## src/rtl/uart_rx_frame.sv

```systemverilog
// uart_rx_frame
// Receive framer that runs on the oversampling clock (prescale x baud).
// It finds the start bit and takes a majority vote of three samples around
// the middle of each bit. Data bits are assembled LSB first. An optional
// parity bit and then the stop bit are checked. The finished word goes out
// with a one-cycle valid pulse and error flags.
//
// Ports
//   i_clk          oversampling clock from the baud generator
//   i_arst_n       asynchronous active-low reset
//   i_rx_serial    raw serial line, idles high
//   i_prescale     samples per bit: 8, 16 or 32 (anything else = 8)
//   i_par_en       1 = parity bit follows the data bits
//   i_par_type     0 = even, 1 = odd parity
//   o_data         last good received word
//   o_data_valid   one-cycle pulse, o_data updated
//   o_par_err      one-cycle pulse, parity mismatch
//   o_stop_err     one-cycle pulse, stop bit sampled 0
//   o_busy         frame in progress
//
// state  | meaning
// IDLE   | waiting for rx_s low
// START  | start bit; a majority of 1 is treated as a glitch and aborts
// DATA   | DATA_WIDTH data bits, LSB first
// PARITY | parity bit, mismatch held until the stop decision
// STOP   | stop bit; the decision at mid-bit returns to IDLE at once

module uart_rx_frame #(
    parameter int DATA_WIDTH = 8
) (
    input  logic                  i_clk,
    input  logic                  i_arst_n,
    input  logic                  i_rx_serial,
    input  logic [5:0]            i_prescale,
    input  logic                  i_par_en,
    input  logic                  i_par_type,
    output logic [DATA_WIDTH-1:0] o_data,
    output logic                  o_data_valid,
    output logic                  o_par_err,
    output logic                  o_stop_err,
    output logic                  o_busy
);

    typedef enum logic [2:0] {
        ST_IDLE,
        ST_START,
        ST_DATA,
        ST_PARITY,
        ST_STOP
    } state_t;

    localparam logic [3:0] BIT_LAST = 4'(DATA_WIDTH - 1);

    state_t                r_state;
    logic                  r_rx_meta;
    logic                  r_rx_s;
    logic [5:0]            r_edge_cnt;
    logic [5:0]            r_p;
    logic [3:0]            r_bit_cnt;
    logic                  r_par_en;
    logic                  r_par_type;
    logic                  r_s0;
    logic                  r_s1;
    logic                  r_par_mis;
    logic [DATA_WIDTH-1:0] r_shift;

    logic [5:0] w_p_dec;
    logic [5:0] w_half;
    logic       w_samp_a;
    logic       w_samp_b;
    logic       w_mid;
    logic       w_wrap;
    logic       w_maj;
    logic       w_par_exp;
    logic       w_good;

    always_comb begin
        w_p_dec = 6'd8;
        case (i_prescale)
            6'd16:   w_p_dec = 6'd16;
            6'd32:   w_p_dec = 6'd32;
            default: w_p_dec = 6'd8;
        endcase
    end

    // Sample points come from the latched P only, so a prescale change on
    // the pins never disturbs a frame already in flight.
    assign w_half    = {1'b0, r_p[5:1]};
    assign w_samp_a  = (r_edge_cnt == (w_half - 6'd1));
    assign w_samp_b  = (r_edge_cnt == w_half);
    assign w_mid     = (r_edge_cnt == (w_half + 6'd1));
    assign w_wrap    = (r_edge_cnt == (r_p - 6'd1));
    // Third vote is the live synchronized sample taken in the decision cycle.
    assign w_maj     = (r_s0 & r_s1) | (r_s0 & r_rx_s) | (r_s1 & r_rx_s);
    assign w_par_exp = (^r_shift) ^ r_par_type;
    assign w_good    = w_maj & ~r_par_mis;

    assign o_busy = (r_state != ST_IDLE);

    always_ff @(posedge i_clk or negedge i_arst_n) begin
        if (!i_arst_n) begin
            r_state      <= ST_IDLE;
            r_rx_meta    <= 1'b1;
            r_rx_s       <= 1'b1;
            r_edge_cnt   <= '0;
            r_p          <= 6'd8;
            r_bit_cnt    <= '0;
            r_par_en     <= 1'b0;
            r_par_type   <= 1'b0;
            r_s0         <= 1'b0;
            r_s1         <= 1'b0;
            r_par_mis    <= 1'b0;
            r_shift      <= '0;
            o_data       <= '0;
            o_data_valid <= 1'b0;
            o_par_err    <= 1'b0;
            o_stop_err   <= 1'b0;
        end else begin
            o_data_valid <= 1'b0;
            o_par_err    <= 1'b0;
            o_stop_err   <= 1'b0;
            r_rx_meta    <= i_rx_serial;
            r_rx_s       <= r_rx_meta;

            if (r_state != ST_IDLE) begin
                r_edge_cnt <= w_wrap ? 6'd0 : r_edge_cnt + 6'd1;
                if (w_samp_a) r_s0 <= r_rx_s;
                if (w_samp_b) r_s1 <= r_rx_s;
            end

            case (r_state)
                ST_IDLE: begin
                    if (!r_rx_s) begin
                        r_state    <= ST_START;
                        r_edge_cnt <= 6'd0;
                        r_p        <= w_p_dec;
                        r_par_en   <= i_par_en;
                        r_par_type <= i_par_type;
                        r_bit_cnt  <= '0;
                        r_par_mis  <= 1'b0;
                    end
                end
                ST_START: begin
                    if (w_mid && w_maj) begin
                        r_state    <= ST_IDLE;
                        r_edge_cnt <= 6'd0;
                    end else if (w_wrap) begin
                        r_state <= ST_DATA;
                    end
                end
                ST_DATA: begin
                    if (w_mid) r_shift <= {w_maj, r_shift[DATA_WIDTH-1:1]};
                    if (w_wrap) begin
                        if (r_bit_cnt == BIT_LAST)
                            r_state <= r_par_en ? ST_PARITY : ST_STOP;
                        else
                            r_bit_cnt <= r_bit_cnt + 4'd1;
                    end
                end
                ST_PARITY: begin
                    if (w_mid) r_par_mis <= (w_maj != w_par_exp);
                    if (w_wrap) r_state <= ST_STOP;
                end
                ST_STOP: begin
                    // Leave at mid-bit so a start edge right behind the stop
                    // bit is never missed.
                    if (w_mid) begin
                        r_state      <= ST_IDLE;
                        r_edge_cnt   <= 6'd0;
                        o_data_valid <= w_good;
                        o_par_err    <= r_par_mis;
                        o_stop_err   <= ~w_maj;
                        if (w_good) o_data <= r_shift;
                    end
                end
                default: r_state <= ST_IDLE;
            endcase
        end
    end

endmodule

```

## config.mk

```make
export PLATFORM = sky130hd
export DESIGN_NAME = uart_rx_frame
export DESIGN_NICKNAME = d
export VERILOG_FILES = /design/src/rtl/uart_rx_frame.sv
export SDC_FILE = /design/constraint.sdc
export NUM_CORES = 1
export LEC_CHECK = 0
export BUFFER_PORTS_ARGS = -buffer_cell sky130_fd_sc_hd__buf_2
export CORE_MARGIN = 2
export CORE_UTILIZATION = 35
export DETAILED_ROUTE_END_ITERATION = 10
export GPL_TIMING_DRIVEN = 0
export SLEW_MARGIN = 10
export SYNTH_ARGS = -nofsm -noshare
export SYNTH_HDL_FRONTEND = slang
export SYNTH_SLANG_ARGS = --single-unit
```

## constraint.sdc

```tcl
create_clock -name i_clk -period 6.8 [get_ports i_clk]
set_input_delay 1.36 -clock i_clk [delete_from_list [all_inputs] [get_ports i_clk]]
set_output_delay 1.36 -clock i_clk [all_outputs]
set_load 0.05 [all_outputs]
```

==> run summary <==
slowest cell on the critical path -> nor3_2
post-route ant nets -> 0
cts bufs inserted -> 5
setup violators final -> 0
static leakage -> 1.20 nW
Top Usage Layer GRT -> met2
cells after synthesis -> 199
top cells by area, synth -> dfrtp_1, xnor2_1, mux2_4
asr flop ratio synth -> 100%
Max Root-Sink Buffers -> 2
Die Y -> 83.5 um
DRT iter0 DRCs -> 78
initial antenna violation count -> 0
fin crit period -> 3.29 ns
Area growth syn-to-layout -> 13.1%
NumNets Final -> 244
yosys warns -> 0
Placer Congestion -> 0.842
layout cells sized above 1 -> 27.5%
number of flops mapped to enable cells by yosys -> 0
GRT overflow -> 0
largest net degree at the start of global routing -> 43
Slew @ Worst Pin -> 0.924 ns
Final Hold Vio Count -> 0
worst-path fanout max -> 10
Clock Latency Late Sink -> 0.29 ns
synthesized area per cell -> 11.1 um^2
number of setup buffers added after CTS -> 0
area of the mapped netlist -> 2210 um^2
worst hold slack -> 0.359 ns
HPWL after detailed placement -> 2.89 mm
Clk network pwr share -> 18.5%
Mapped Nets -> 215
met1 Use GR -> 17.3%
global routing usage on met3 -> 2.67%
Crit Path Category -> flip-flop to primary output
sequential area share after synthesis -> 47.7%
Buffers on Ports -> 22
Core ar. -> 6030 um^2
GR Layer Usage met2 -> 20.2%
vias in the first global route -> 1554
Synth Register Bits -> 42
Synth Flop Type -> dfrtp_1
total track usage -> 12.6%
Critical Path RT -> 5.44 ns
via-per-instance ratio -> 5.13
CTS Hold Buffers Added -> 0
DRT Pass-1 Iters -> 4
share of power burned in registers -> 39.8%
RSZ-0062 raised after global routing -> no
die width -> 83.5 um
clock sinks -> 42
FP Rows -> 28
outcome -> finished, final reports clean
I/O pin count -> 23
first-pass GRT wire length -> 7.27 mm
CTS root buf -> clkbuf_8
Final Power -> 847 uW
Starting Density -> 36.7%
Max Transition Viols Final -> 0
Synth area leader -> dfrtp_1
Hold Crit Class -> flip-flop to flip-flop
Final period util -> 48.4%
Place WS -> 3.82 ns
critical path launch point type -> flip-flop
Synth top area share -> 44.1%
H-tree depth -> 2
Design Area, Final -> 2500 um^2
Slowest Stage Delay on Critical Path -> 0.57 ns
clock slew at reported path FFs -> 0.07 ns
setup TNS -> 0 ns
Vias -> 1558
Max VDD drop -> 0.192 mV
ANT cells -> 0
final worst slack -> 3.51 ns
Resized Gates After CTS -> 0
Placed Instance Area -> 2420 um^2
internal cell power -> 523 uW
Comb pwr share -> 41.7%
maxcap violations -> 0
Die ar. -> 6970 um^2
CTS tree -> done
Crit. End Element -> primary output
Net Sw Frac -> 38.3%
Distinct cells, synth -> 45
wire per inst -> 13.2 um
Post-route DRC -> 0
Net Switching -> 324 uW
crit path cell chain -> clkbuf_1, nor3_2, inv_1, buf_2
Max Freq -> 0.304 GHz
worst slew margin relative to its limit -> 38.4%
clock skew -> 0.00955 ns
power per standard cell area -> 338 nW/um^2
Critical Path AT -> 1.93 ns
final wirelength -> 4.01 mm
[critical path, delay by kind of cell (launching register included)]
family	cells	cell delay, ns
DFF	1	0.36
buffers and inverters	3	0.71
and+or+nand+nor	1	0.57
[cell usage in the layout (no fill, tap or decap), drive strengths merged, types with 2 or more instances in the layout]
cell type  instances
a21oi              5
a22oi              3
a31oi              4
buf               27
clkbuf             8
clkinv             2
dfrtp             39
dfstp              3
ha                 5
inv                9
mux2              18
nand2             19
nand2b             6
nand3              8
nand4b             3
nor2               7
nor3               6
nor3b              2
o21ai             10
o22ai              3
o31ai              3
or3                2
or4                2
or4b               2
xnor2             14
xor2               5
[power by group through the flow]
stage,sequential (mW),clock [mW],combinational (mW)
floorplan,0.333,0,0.287
global placement,0.342,0,0.345
detailed placement,0.342,0,0.353
CTS,0.337,0.165,0.355
global route,0.345,0.174,0.399
finish,0.337,0.157,0.353
[metrics by stage]
stage	util, %	cells
after floorplan	-	199
after global placement	40.1	296
after detailed placement	40.1	296
after CTS	41.5	304
after global routing	41.5	304
final	41.5	304
[registers in the layout (all words and copies together) (netlist names)]
name,cells
o_data,8
r_shift,8
r_edge_cnt,6
r_bit_cnt,4
r_p,3
r_state,3
o_data_valid,1
o_par_err,1
o_stop_err,1
r_par_en,1
r_par_mis,1
r_par_type,1
r_rx_meta,1
r_rx_s,1
r_s0,1
r_s1,1
[final timing paths]
kind / startpoint / to / slack [ns] / cells after the start
max: r_state[2] / o_busy / 3.51 / 4
max reg2reg: r_p[3] / r_bit_cnt[2] / 4.30 / 7
min in group asynchronous: i_arst_n / o_data[4] / 1.20 / 1
min: r_rx_meta / r_rx_s / 0.36 / 0
min reg2reg: r_rx_meta / r_rx_s / 0.36 / 0
max in group asynchronous: i_arst_n / r_p[4] / 5.02 / 1
[final cells by class]
type                       count  area [um^2]
clock buffer                   6         72.6
fill                         599         3520
tap                           75         93.8
buffer                         7         45.0
multi-input combinational    141         1080
timing repair buffer          22          110
inverter                       9         33.8
sequential                    42         1050
clock inverter                 2         13.8
[metal layers]
metal  part of all wire [%]  routed length [um]  vias up
li1                       -                   -      763
met5                      0                   0        -
met4                   0.80                  32        0
met1                     50                1990      757
met2                     47                1870       34
met3                    2.9                 115        4
[synthesized netlist by cell type (2+ instances only)]
library cell and count:
a21oi_1 5, a22oi_1 3, a31oi_1 4, buf_2 3, buf_6 2, clkbuf_1 2
dfrtp_1 39, dfstp_2 3, ha_1 5, inv_1 9, mux2_2 10, mux2_4 8
nand2_1 18, nand2b_1 6, nand3_1 8, nand4b_1 3, nor2_1 7, nor3_1 5
o21ai_0 10, o22ai_1 3, o31ai_1 3, or3_1 2, or4b_2 2, xnor2_1 14
xor2_1 5
[cells by family (layout without fill, tap and decap cells)]
logic type / count (synthesis) / in the layout / share of synthesized area (%)
AO/OA/AOI/OAI: 33 / 33 / 9.33
XOR/XNOR: 20 / 20 / 8.60
adder cells (fa/ha/maj): 6 / 6 / 3.28
buffers and inverters: 16 / 46 / 3.56
flip-flops: 42 / 42 / 47.7
multiplexers: 19 / 19 / 11.0
AND/OR/NAND/NOR: 63 / 63 / 16.6
Power figures use the tool's default switching activity.
